### src/rtl/memory_stage_if.sv
// ---------------------------------------------------------------------------
// memory_stage_if
//
// Data-memory request/acknowledge bus between the memory stage (master) and
// the data memory (slave).
//
//   req    master -> slave  access request, held until ack is seen
//   we     master -> slave  1 = write, 0 = read
//   addr   master -> slave  word address (ADDR_BITS wide)
//   wdata  master -> slave  write data
//   ack    slave -> master  access completes this cycle
//   rdata  slave -> master  read data, valid with ack on a read
// ---------------------------------------------------------------------------
interface memory_stage_if #(
    parameter int ADDR_BITS = 7
);
    logic                 req;
    logic                 we;
    logic [ADDR_BITS-1:0] addr;
    logic [31:0]          wdata;
    logic                 ack;
    logic [31:0]          rdata;

    modport master (
        output req,
        output we,
        output addr,
        output wdata,
        input  ack,
        input  rdata
    );

    modport slave (
        input  req,
        input  we,
        input  addr,
        input  wdata,
        output ack,
        output rdata
    );
endinterface

### src/rtl/memory_stage.sv
// ---------------------------------------------------------------------------
// memory_stage
//
// Memory-access stage of the five-stage pipeline. Takes the execute stage
// results, performs loads/stores on the data memory over a req/ack bus,
// stalls upstream while an access is outstanding, and presents registered
// writeback results plus the resolved branch decision.
//
// Ports:
//   clk, rst              clock, synchronous active-high reset
//   i_ex_valid            execute outputs carry a valid instruction
//   i_mem_read            load
//   i_mem_write           store (wins over i_mem_read if both set)
//   i_branch, i_zero      conditional branch and ALU zero flag
//   i_reg_write           instruction writes the register file
//   i_mem_to_reg          writeback selects memory data
//   i_branch_pc           branch target
//   i_alu_result          ALU result / byte address for memory ops
//   i_data2_out           store data
//   i_dst                 destination register
//   o_stall               upstream must hold (high in every ACCESS cycle)
//   dmem                  data-memory bus (master side)
//   o_wb_*                registered writeback payload, o_wb_valid pulses
//   o_pc_src, o_pc_branch registered branch decision and target
// ---------------------------------------------------------------------------
module memory_stage #(
    parameter int ADDR_BITS = 7
) (
    input  logic                 clk,
    input  logic                 rst,

    input  logic                 i_ex_valid,
    input  logic                 i_mem_read,
    input  logic                 i_mem_write,
    input  logic                 i_branch,
    input  logic                 i_reg_write,
    input  logic                 i_mem_to_reg,
    input  logic [6:0]           i_branch_pc,
    input  logic                 i_zero,
    input  logic [31:0]          i_alu_result,
    input  logic [31:0]          i_data2_out,
    input  logic [4:0]           i_dst,

    output logic                 o_stall,

    memory_stage_if.master       dmem,

    output logic                 o_wb_valid,
    output logic                 o_wb_reg_write,
    output logic                 o_wb_mem_to_reg,
    output logic [31:0]          o_wb_read_data,
    output logic [31:0]          o_wb_alu_result,
    output logic [4:0]           o_wb_dst,
    output logic                 o_pc_src,
    output logic [6:0]           o_pc_branch
);

    typedef enum logic {
        IDLE   = 1'b0,
        ACCESS = 1'b1
    } state_t;

    state_t r_state;
    state_t w_nextState;

    logic w_accept;
    logic w_isMem;

    // Bus registers
    logic                 r_dmemReq;
    logic                 r_dmemWe;
    logic [ADDR_BITS-1:0] r_dmemAddr;
    logic [31:0]          r_dmemWdata;

    // Instruction fields held while the access is outstanding
    logic        r_holdRegWrite;
    logic        r_holdMemToReg;
    logic        r_holdIsLoad;
    logic [31:0] r_holdAluResult;
    logic [4:0]  r_holdDst;

    // Writeback and branch outputs
    logic        r_wbValid;
    logic        r_wbRegWrite;
    logic        r_wbMemToReg;
    logic [31:0] r_wbReadData;
    logic [31:0] r_wbAluResult;
    logic [4:0]  r_wbDst;
    logic        r_pcSrc;
    logic [6:0]  r_pcBranch;

    // An instruction is taken only in IDLE; in ACCESS the upstream is stalled
    // and whatever it presents is ignored.
    assign w_accept = i_ex_valid && (r_state == IDLE);
    assign w_isMem  = i_mem_read || i_mem_write;
    assign o_stall  = (r_state == ACCESS);

    // State register.
    always_ff @(posedge clk) begin
        if (rst) begin
            r_state <= IDLE;
        end else begin
            r_state <= w_nextState;
        end
    end

    // Next-state logic: a sampled memory op opens an access, and the access
    // closes on the first cycle the memory acknowledges. Ack in IDLE has no
    // effect, which also covers a late ack after a reset.
    always_comb begin
        w_nextState = r_state;
        case (r_state)
            IDLE: begin
                if (w_accept && w_isMem) begin
                    w_nextState = ACCESS;
                end
            end
            ACCESS: begin
                if (dmem.ack) begin
                    w_nextState = IDLE;
                end
            end
            default: w_nextState = IDLE;
        endcase
    end

    // Datapath registers. wb_valid and pc_src default low every cycle so they
    // form single-cycle pulses; the wb payload only changes when wb_valid is
    // raised, so it holds between instructions. Bus fields stay untouched
    // through ACCESS, keeping addr/we/wdata stable until the ack edge.
    always_ff @(posedge clk) begin
        if (rst) begin
            r_dmemReq       <= 1'b0;
            r_dmemWe        <= 1'b0;
            r_dmemAddr      <= '0;
            r_dmemWdata     <= '0;
            r_holdRegWrite  <= 1'b0;
            r_holdMemToReg  <= 1'b0;
            r_holdIsLoad    <= 1'b0;
            r_holdAluResult <= '0;
            r_holdDst       <= '0;
            r_wbValid       <= 1'b0;
            r_wbRegWrite    <= 1'b0;
            r_wbMemToReg    <= 1'b0;
            r_wbReadData    <= '0;
            r_wbAluResult   <= '0;
            r_wbDst         <= '0;
            r_pcSrc         <= 1'b0;
            r_pcBranch      <= '0;
        end else begin
            r_wbValid <= 1'b0;
            r_pcSrc   <= 1'b0;

            if (r_state == IDLE) begin
                if (w_accept) begin
                    r_pcSrc    <= i_branch && i_zero;
                    r_pcBranch <= i_branch_pc;

                    if (w_isMem) begin
                        r_dmemReq       <= 1'b1;
                        r_dmemWe        <= i_mem_write;
                        r_dmemAddr      <= i_alu_result[ADDR_BITS+1:2];
                        r_dmemWdata     <= i_data2_out;
                        r_holdRegWrite  <= i_reg_write;
                        r_holdMemToReg  <= i_mem_to_reg;
                        // A store with the read bit also set is a store
                        r_holdIsLoad    <= i_mem_read && !i_mem_write;
                        r_holdAluResult <= i_alu_result;
                        r_holdDst       <= i_dst;
                    end else begin
                        r_wbValid     <= 1'b1;
                        r_wbRegWrite  <= i_reg_write;
                        r_wbMemToReg  <= i_mem_to_reg;
                        r_wbReadData  <= '0;
                        r_wbAluResult <= i_alu_result;
                        r_wbDst       <= i_dst;
                    end
                end
            end else begin
                if (dmem.ack) begin
                    r_dmemReq     <= 1'b0;
                    r_wbValid     <= 1'b1;
                    r_wbRegWrite  <= r_holdRegWrite;
                    r_wbMemToReg  <= r_holdMemToReg;
                    r_wbReadData  <= r_holdIsLoad ? dmem.rdata : 32'h0;
                    r_wbAluResult <= r_holdAluResult;
                    r_wbDst       <= r_holdDst;
                end
            end
        end
    end

    assign dmem.req        = r_dmemReq;
    assign dmem.we         = r_dmemWe;
    assign dmem.addr       = r_dmemAddr;
    assign dmem.wdata      = r_dmemWdata;

    assign o_wb_valid      = r_wbValid;
    assign o_wb_reg_write  = r_wbRegWrite;
    assign o_wb_mem_to_reg = r_wbMemToReg;
    assign o_wb_read_data  = r_wbReadData;
    assign o_wb_alu_result = r_wbAluResult;
    assign o_wb_dst        = r_wbDst;
    assign o_pc_src        = r_pcSrc;
    assign o_pc_branch     = r_pcBranch;

endmodule

### src/flat_wrapper.sv
// flat-port wrapper written by rule: the top's interface ports become plain ports
module memory_stage_flat 
#(
    parameter int ADDR_BITS = 7
)
  (clk, rst, i_ex_valid, i_mem_read, i_mem_write, i_branch, i_reg_write, i_mem_to_reg, i_branch_pc, i_zero, i_alu_result, i_data2_out, i_dst, o_stall, o_wb_valid, o_wb_reg_write, o_wb_mem_to_reg, o_wb_read_data, o_wb_alu_result, o_wb_dst, o_pc_src, o_pc_branch, dmem_req, dmem_we, dmem_addr, dmem_wdata, dmem_ack, dmem_rdata);
  memory_stage_if #(.ADDR_BITS(ADDR_BITS)) dmem_i ();
  input  logic clk;
  input  logic rst;
  input  logic i_ex_valid;
  input  logic i_mem_read;
  input  logic i_mem_write;
  input  logic i_branch;
  input  logic i_reg_write;
  input  logic i_mem_to_reg;
  input  logic [6:0] i_branch_pc;
  input  logic i_zero;
  input  logic [31:0] i_alu_result;
  input  logic [31:0] i_data2_out;
  input  logic [4:0] i_dst;
  output logic o_stall;
  output logic o_wb_valid;
  output logic o_wb_reg_write;
  output logic o_wb_mem_to_reg;
  output logic [31:0] o_wb_read_data;
  output logic [31:0] o_wb_alu_result;
  output logic [4:0] o_wb_dst;
  output logic o_pc_src;
  output logic [6:0] o_pc_branch;
  output wire logic [$bits(dmem_i.req)-1:0] dmem_req;
  output wire logic [$bits(dmem_i.we)-1:0] dmem_we;
  output wire logic [$bits(dmem_i.addr)-1:0] dmem_addr;
  output wire logic [$bits(dmem_i.wdata)-1:0] dmem_wdata;
  input wire logic [$bits(dmem_i.ack)-1:0] dmem_ack;
  input wire logic [$bits(dmem_i.rdata)-1:0] dmem_rdata;
  assign dmem_req = dmem_i.req;
  assign dmem_we = dmem_i.we;
  assign dmem_addr = dmem_i.addr;
  assign dmem_wdata = dmem_i.wdata;
  assign dmem_i.ack = dmem_ack;
  assign dmem_i.rdata = dmem_rdata;
  memory_stage #(.ADDR_BITS(ADDR_BITS)) u_core (.clk(clk), .rst(rst), .i_ex_valid(i_ex_valid), .i_mem_read(i_mem_read), .i_mem_write(i_mem_write), .i_branch(i_branch), .i_reg_write(i_reg_write), .i_mem_to_reg(i_mem_to_reg), .i_branch_pc(i_branch_pc), .i_zero(i_zero), .i_alu_result(i_alu_result), .i_data2_out(i_data2_out), .i_dst(i_dst), .o_stall(o_stall), .dmem(dmem_i), .o_wb_valid(o_wb_valid), .o_wb_reg_write(o_wb_reg_write), .o_wb_mem_to_reg(o_wb_mem_to_reg), .o_wb_read_data(o_wb_read_data), .o_wb_alu_result(o_wb_alu_result), .o_wb_dst(o_wb_dst), .o_pc_src(o_pc_src), .o_pc_branch(o_pc_branch));
endmodule
### config.mk
export PLATFORM = sky130hd
export DESIGN_NAME = memory_stage_flat
export DESIGN_NICKNAME = d
export VERILOG_FILES = /design/src/rtl/memory_stage_if.sv /design/src/rtl/memory_stage.sv /design/src/flat_wrapper.sv
export SDC_FILE = /design/constraint.sdc
export NUM_CORES = 1
export LEC_CHECK = 0
export ABC_CLOCK_PERIOD_IN_PS = 1750
export BUFFER_PORTS_ARGS = -buffer_cell sky130_fd_sc_hd__clkbuf_2
export CAP_MARGIN = 15
export CORE_MARGIN = 1
export CORE_UTILIZATION = 49
export CTS_CLUSTER_SIZE = 16
export DETAILED_ROUTE_END_ITERATION = 8
export GPL_ROUTABILITY_DRIVEN = 0
export PLACE_DENSITY = 0.91
export SETUP_SLACK_MARGIN = 0.5
export SLEW_MARGIN = 40
export SYNTH_ARGS = -nofsm -noshare
export SYNTH_HDL_FRONTEND = slang
export SYNTH_SLANG_ARGS = --single-unit
### constraint.sdc
create_clock -name clk -period 1.75 [get_ports clk]
set_input_delay 0.0875 -clock clk [delete_from_list [all_inputs] [get_ports clk]]
set_output_delay 0.0875 -clock clk [all_outputs]
set_load 0.01 [all_outputs]
## Word-level counts from Yosys, hierarchy flattened

Cells that the tools add are included.

| storage, ports and cells | value |
|---|---|
| word-level logic and storage cells | 67 |
| input port bits | 118 |
| output and inout bits | 122 |
| register bits after elaboration | 162 |

| operators by class | value |
|---|---|
| reductions and logical operators | 13 |
| equal/unequal tests | 2 |
| bitwise gates (word level) | 2 |
| muxes and demuxes | 32 |

Operators by type and width:

| cell | count |
|---|---|
| $mux 32 | 9 |
| $mux 5 | 4 |
| $mux 1 | 18 |
| $reduce_and 3->1 | 3 |
| $logic_and 1x1->1 | 4 |
| $reduce_bool 2->1 | 2 |
| $reduce_or 3->1 | 1 |
| $ne 2x1->1 const B | 1 |
| $ne 2x2->1 const B | 1 |
| $not 1->1 | 2 |
| $pmux 1 s2 | 1 |
| $reduce_and 2->1 | 1 |
| $logic_not 1->1 | 1 |
| $logic_or 1x1->1 | 1 |

## Logic depth before layout (Yosys ltp)

Gate-level depths: netlist of run 1.

| logic depth | value |
|---|---|
| depth in word-level cells | 5 |
| gate-level depth with buffers | 6 |

## Worst setup path before layout of run 1

No wires, ideal clock.

| path | value |
|---|---|
| kind | register to register |
| start point | register u_core.r_state (netlist: u_core.o_stall) |
| end point | register u_core.r_wbReadData[10] (netlist: u_core.o_wb_read_data[10]) |
| setup slack | 0.201 ns |
| cell stages (with the launch flop) | 6 |
| arrival time | 1.434 ns |
| clock period less this slack | 1.549 ns |
| setup time | 0.116 ns |
| data required time | 1.634 ns |
| path through | dfxtp_1 buf_6 nor4b_4 buf_6 nor4b_1 a31o_1 |

| on the way | value |
|---|---|
| longest elaborated chain between the ends | 4 |
| elaborated cells between the ends (all ways) | 7 |
| those cells by class | eq/ne (2); mux (1); bitwise (1); reduce/logical (3) |

RTL lines:

| element | line | text |
|---|---|---|
| start: declaration | memory_stage.sv:63 | `state_t r_state;` |
| start signal: assignment | memory_stage.sv:103 | `r_state <= w_nextState;` |
| $not 1->1 | -- |  |
| $logic_and 1x1->1 | memory_stage.sv:94 | `assign w_accept = i_ex_valid && (r_state == IDLE);` |
| $reduce_bool 2->1 (no source line) | -- |  |
| $reduce_and 3->1 (no source line) | -- |  |
| end signal: assignment | memory_stage.sv:185 | `r_wbReadData <= r_holdIsLoad ? dmem.rdata : 32'h0;` |
| end: declaration | memory_stage.sv:86 | `logic [31:0] r_wbReadData;` |

Several ways; a longest one is shown, not always the timed one.
A chain may end at the register's enable or synchronous reset.

## Worst setup path in the final report of run 1

| path | value |
|---|---|
| start point | register u_core.r_state (netlist: u_core.o_stall) |
| end point | register u_core.r_wbAluResult[26] (netlist: u_core.o_wb_alu_result[26]) |

| on the way | value |
|---|---|
| longest elaborated chain between the ends | 4 |
| elaborated cells between the ends (all ways) | 7 |
| those cells by class | eq/ne (2); mux (1); bitwise (1); reduce/logical (3) |

RTL lines:

| element | line | text |
|---|---|---|
| $not 1->1 | -- |  |
| $logic_and 1x1->1 | memory_stage.sv:94 |  |
| $reduce_bool 2->1 (no source line) | -- |  |
| $reduce_and 3->1 (no source line) | -- |  |
| end signal: assignment | memory_stage.sv:175 | `r_wbAluResult <= i_alu_result;` |
| end signal: assignment | memory_stage.sv:186 | `r_wbAluResult <= r_holdAluResult;` |
| end: declaration | memory_stage.sv:87 | `logic [31:0] r_wbAluResult;` |

Several ways; a longest one is shown, not always the timed one.

==> flow_metrics.env, run 1 <==
export IMPL_area_growth_pct=67.22
export IMPL_grt_pass1_wl_um=37430
export IMPL_hp_class="input pin to flip-flop"
export IMPL_critPathArrivalTime_ps=1860
export IMPL_hold_viol_final=0
export IMPL_critical_path_endpoint_type="flip-flop"
export IMPL_rows=41
export IMPL_place_hpwl_um=11840
export IMPL_cp_required_ps=2080
export IMPL_design_area_mm2=0.01081
export IMPL_drc_errors=0
export IMPL_finalMaxSlewViolations=0
export IMPL_fin_crit_ps=1529
export IMPL_grt_pass1_vias=7173
export IMPL_path_class="flip-flop to flip-flop"
export IMPL_syn_area_per_cell_um2=9.493
export IMPL_die_y_um=116.9
export IMPL_fmaxAchievable_ghz=0.6541
export IMPL_crit_fanout=8
export IMPL_drtIter0Drc=800
export IMPL_cts_tree="done"
export IMPL_critical_path_buf_inv_count=3
export IMPL_clkSlewWorstSetupHoldPaths_ps=60
export IMPL_place_ws_ps=78.03
export IMPL_ir_drop_mv=0.7462
export IMPL_layout_setup_ws_ps=221.2
export IMPL_crit_path_max_incr_delay_ps=370
export IMPL_setup_tns_final_ps=0
export IMPL_grt_ovfl_total=0
export IMPL_vias_per_cell=6.140
export IMPL_avgRoutedWirePerCell_um=22.79
export IMPL_cp_start_kind="flip-flop"
export IMPL_fin_skew_ps=8.316
export IMPL_numPortBuffers=239
export IMPL_leakage_nw=4.391
export IMPL_grt_setup_unrepaired="yes"
export IMPL_status="completed"
export IMPL_root_buffer="clkbuf_16"
export IMPL_ctsLongestPathBuffers=2
export IMPL_p_per_area_mw_per_mm2=905.5
export IMPL_synth_seq_cells=155
export IMPL_period_share_pct=87.36
export IMPL_synth_nets=799
export IMPL_relSlewSlack_pct=43.41
export IMPL_setup_viol=0
export IMPL_crit_path_top_delay_cell="dfxtp_4"
export IMPL_final_core_util_pct=84.97
export IMPL_cts_sinks=155
export IMPL_ys_seq_area_share_pct=48.00
export IMPL_layout_nets=1144
export IMPL_worstMarginPinSlew_ps=848.9
export IMPL_yosys_warnings=0
export IMPL_vias=7454
export IMPL_pin_count=240
export IMPL_numCtsBuffers=17
export IMPL_path_delay_family="buffers and inverters"
export IMPL_synthCells=681
export IMPL_die_area_mm2=0.01366
export IMPL_track_usage_pct=36.39
export IMPL_drive_gt1_share_pct=43.70
export IMPL_drt_first_pass_iters=7
export IMPL_path_cells="nor4b_4 -> buf_6 -> buf_12 -> clkbuf_16 -> nor3_4 -> a211oi_2"
export IMPL_htree_levels=4
export IMPL_start_util_pct=50.82
export IMPL_placed_area_mm2=0.007940
export IMPL_antenna_found_initial=0
export IMPL_clock_latency_ps=430
export IMPL_maxCapViolCount=0
export IMPL_ant_nets=0
export IMPL_ys_types=25
export IMPL_syn_cell_area_mm2=0.006465
export IMPL_grt_max_degree=156
export IMPL_drt_wl_total_um=27660
export IMPL_die_w_um=116.9
export IMPL_core_mm2=0.01272
[power by group]
part / switching [mW] / internal, mW
sequential: 0.150 / 3.72
combinational: 0.998 / 0.925
clock: 1.48 / 2.51
total: 2.63 / 7.16
[cells in the final DEF (no fill, tap or decap), types with 2 or more instances in the layout]
cell type	count
nand2_1	20
dfxtp_1	154
mux2i_1	39
nor3_1	8
a31o_1	31
buf_12	15
nand3_1	70
o21ai_0	13
nor3_4	7
nor2_4	2
and2_4	2
clkbuf_2	238
diode_2	3
clkbuf_16	26
buf_8	2
a211oi_2	39
o21ai_2	23
o21ai_1	33
nor4b_1	19
buf_4	14
buf_6	9
buf_16	12
nor3_2	25
clkbuf_1	3
a21oi_2	3
a21oi_1	79
o21ai_4	4
dlygate4sd3_1	112
nor4b_4	2
clkbuf_8	7
nor4b_2	12
bufinv_16	3
[worst register-to-register path, delay by kind of cell (launching register included)]
family,cells,cell delay [ps]
buf+inv,3,530
flops,1,370
simple gates,2,320
compound gates,1,220
[stage by stage]
step           power [mW]  instances  hold slack, ps
5_1_grt             10.06       1211           29.22
2_1_floorplan       4.690        681           205.8
4_1_cts             9.446       1195           21.72
6_report            9.789       1214           27.60
3_5_place_dp        5.165       1027           309.9
3_3_place_gp        5.124       1027           305.8
[cell usage after synthesis]
master	instances	share of area, %
buf_2	13	1.0
nor3b_1	1	0.12
buf_4	8	0.93
buf_1	4	0.23
clkbuf_1	54	3.1
nor2_1	2	0.12
o21ai_0	72	5.6
or2_1	1	0.097
nor4b_4	1	0.37
a31o_2	1	0.14
inv_1	1	0.058
a211oi_2	39	7.5
buf_6	8	1.4
a31o_1	31	4.2
nor3_1	40	3.1
nand3_1	71	5.5
a21oi_1	82	6.3
nor2b_1	2	0.19
nand2_1	20	1.2
o21ai_2	1	0.14
nor4b_1	32	4.3
dfxtp_1	155	48
nand2b_1	2	0.19
mux2i_1	39	6.0
and2_1	1	0.097
[kinds of logic after synthesis]
family / synth area share [%]
AO/OA/AOI/OAI: 23.94
multiplexers: 6.038
buffers and inverters: 6.754
AND/OR/NAND/NOR: 15.27
flip-flops: 48.00
[cell type report]
| class | count | area [um2] |
|---|---|---|
| inverters | 1 | 3.754 |
| well taps | 172 | 215.2 |
| repair buffers | 412 | 3437 |
| clock buffers | 27 | 533.0 |
| flip-flops and latches | 155 | 3107 |
| multi-input cells | 439 | 3405 |
| fillers | 645 | 1912 |
| diodes | 3 | 7.507 |
| clock inverters | 5 | 102.6 |
[metal layers]
metal  routed length (um)  vias up  track usage [%]
li1                     -     3221                -
met1                 9919     3545            39.24
met2                13810      552            63.83
met3                 2469      136            9.320
met4                 1464        0            22.95
met5                    0        -                0
[worst paths after layout]
check	startpoint	endpoint	cells past startpoint	slack, ps
max	u_core.o_stall	u_core.o_wb_alu_result[26]	6	220
min	i_mem_write	u_core.dmem.we	3	30
max reg2reg	u_core.o_stall	u_core.o_wb_alu_result[26]	6	220
min reg2reg	u_core.o_pc_branch[2]	u_core.o_pc_branch[2]	2	470
[timing repair]
action / 4_1_cts / 5_1_grt
gates cloned: 11 / 12
setup buffers: 13 / 4
endpoints found under the hold margin: 111 / 0
hold buffers: 112 / 0
gates resized for setup: 53 / 93
endpoints found under the setup margin: 156 / 156
pin swaps: 7 / 36
Power figures use the tool's default switching activity.
==> inputs of run 2 (changes only) <==
CELL_PAD_IN_SITES_DETAIL_PLACEMENT = 1   (was unset)
CELL_PAD_IN_SITES_GLOBAL_PLACEMENT = 2   (was unset)
CORE_UTILIZATION = 29   (was 49)
==> run 2 against run 1 <==
  * Register-to-register slack got worse by 100 ps
  * Combinational power increased by 12%
  * Total power increased by 2.7%
  * Non-clock buffer count increased by 21
  * Sequential share of layout area decreased by 1.6 points
  * Critical path depth increased by 1
  * Final cell count increased by 11%
  * Cell area increased by 5.7%
  * Via count decreased by 4.4%
  * Largest cell class unchanged
==> flow_metrics.env, run 2 (synthesized netlist as in run 1, its figures left out) <==
export IMPL_grt_pass1_wl_um=41430
export IMPL_nFillCells=2378
export IMPL_ir_drop_mv=0.5659
export IMPL_finalMaxSlewViolations=0
export IMPL_drt_first_pass_iters=5
export IMPL_antenna_found_initial=1
export IMPL_place_inst=1132
export IMPL_numPortBuffers=239
export IMPL_mostFrequentLayoutCell="clkbuf_2"
export IMPL_status="completed"
export IMPL_root_buffer="clkbuf_16"
export IMPL_placed_area_mm2=0.008085
export IMPL_numCtsBuffers=17
export IMPL_drt_wl_total_um=30760
export IMPL_place_hpwl_um=13910
export IMPL_path_class="flip-flop to flip-flop"
export IMPL_crit_path_max_incr_delay_ps=350
export IMPL_clock_latency_ps=420
export IMPL_grt_ovfl_total=0
export IMPL_drtIter0Drc=288
export IMPL_critical_path_buf_inv_count=4
export IMPL_design_area_mm2=0.01143
export IMPL_vias_per_cell=5.306
export IMPL_die_area_mm2=0.02289
export IMPL_final_cell_mix="237 x clkbuf_2, 154 x dfxtp_1, 112 x dlygate4sd3_1"
export IMPL_clock_power_share_pct=40.1
export IMPL_setup_viol=0
export IMPL_p_int_mw=7.228
export IMPL_path_delay_family="buffers and inverters"
export IMPL_worst_hold_slack_ps=56.77
export IMPL_grt_pass1_vias=7218
export IMPL_layout_nets=1166
export IMPL_crit_fanout=15
export IMPL_critPathArrivalTime_ps=1890
export IMPL_relSlewSlack_pct=41.98
export IMPL_period_share_pct=93.23
export IMPL_die_w_um=151.3
export IMPL_track_usage_pct=24.27
export IMPL_fin_crit_ps=1631
export IMPL_area_growth_pct=76.78
export IMPL_ctsLongestPathBuffers=2
export IMPL_critical_path_endpoint_type="flip-flop"
export IMPL_path_common_cell="buf_12"
export IMPL_htree_levels=4
export IMPL_worstMarginPinSlew_ps=870.2
export IMPL_ant_nets=0
export IMPL_place_ws_ps=-80.15
export IMPL_switchingPower_mw=2.829
export IMPL_pin_count=240
export IMPL_cp_required_ps=2010
export IMPL_hp_class="input pin to flip-flop"
export IMPL_p_seq_share_pct=38.5
export IMPL_hold_viol_final=0
export IMPL_grt_max_degree=156
export IMPL_p_per_area_mw_per_mm2=880.0
export IMPL_avgRoutedWirePerCell_um=22.90
export IMPL_crit_path_top_delay_cell="dfxtp_4"
export IMPL_p_sw_share_pct=28.13
export IMPL_clkSlewWorstSetupHoldPaths_ps=70
export IMPL_cts_tree="done"
export IMPL_core_mm2=0.02182
export IMPL_fmaxAchievable_ghz=0.6130
export IMPL_layout_setup_ws_ps=118.5
export IMPL_maxCapViolCount=0
export IMPL_vias=7126
export IMPL_drc_errors=0
export IMPL_comb_power_share_pct=21.4
export IMPL_multiInputGateArea_mm2=0.003473
export IMPL_seq_area_mm2=0.003107
export IMPL_grt_setup_unrepaired="yes"
export IMPL_path_cells="buf_12 -> buf_12 -> nand2b_4 -> buf_4 -> buf_16 -> o21ai_1 -> a21oi_1"
export IMPL_cts_sinks=155
export IMPL_leakage_nw=4.611
export IMPL_start_util_pct=29.62
export IMPL_drive_gt1_share_pct=45.71
export IMPL_finalNonFillerCells=1343
export IMPL_rows=54
export IMPL_cp_start_kind="flip-flop"
export IMPL_die_y_um=151.3
export IMPL_fin_skew_ps=8.271
[run 2: worst paths after layout]
kind | slack [ps] | start | end | cells after the start
setup / recovery | 120 | u_core.o_stall | u_core.dmem.wdata[7] | 7
hold / removal | 60 | i_mem_write | u_core.dmem.we | 3
setup reg to reg | 120 | u_core.o_stall | u_core.dmem.wdata[7] | 7
hold reg to reg | 460 | u_core.o_pc_branch[3] | u_core.o_pc_branch[3] | 2
[run 2: per-layer routing]
metal	vias to the layer above	global-route usage, %	share of wire [%]
li1	3277	-	-
met1	3529	29.44	42
met2	266	41.51	50
met3	54	4.970	5.2
met4	0	9.950	2.8
met5	-	0	0
[run 2: stage by stage]
step	setup TNS, ps	total power, mW	utilization, %
after floorplan	0	4.690	-
after global placement	-1343	5.192	37.03
after detailed placement	-2715	5.217	37.05
after CTS	0	9.835	49.72
after global routing	0	10.42	52.36
final	0	10.06	52.37
[run 2: cell type report]
type	instances	share of cell area, %
inverters	1	0.03284
diodes	2	0.04379
multi-input cells	440	30.39
clock buffers	18	3.843
clock inverters	14	1.686
flip-flops and latches	155	27.18
repair buffers	433	33.75
well taps	280	3.065
[run 2: power by group through the flow]
stage               Clock, mW  Sequential [mW]  Combinational [mW]
finish                   4.04             3.87                2.15
global route             4.26             3.89                2.27
CTS                      4.09             3.85                1.90
detailed placement          0             3.91                1.31
global placement            0             3.90                1.29
floorplan                   0             3.96               0.732
[run 2: repair_timing]
action	CTS	global route
setup buffers	21	12
pin swaps	40	10
hold buffers	112	0
gates resized for setup	101	82
endpoints found under the hold margin	111	0
cloned	20	12
endpoints found under the setup margin	156	156
[run 2: worst register-to-register path, stage by stage (launching register included)]
cell,delay (ps)
dfxtp_4,350
buf_12,130
buf_12,130
nand2b_4,170
buf_4,180
buf_16,170
o21ai_1,210
a21oi_1,130
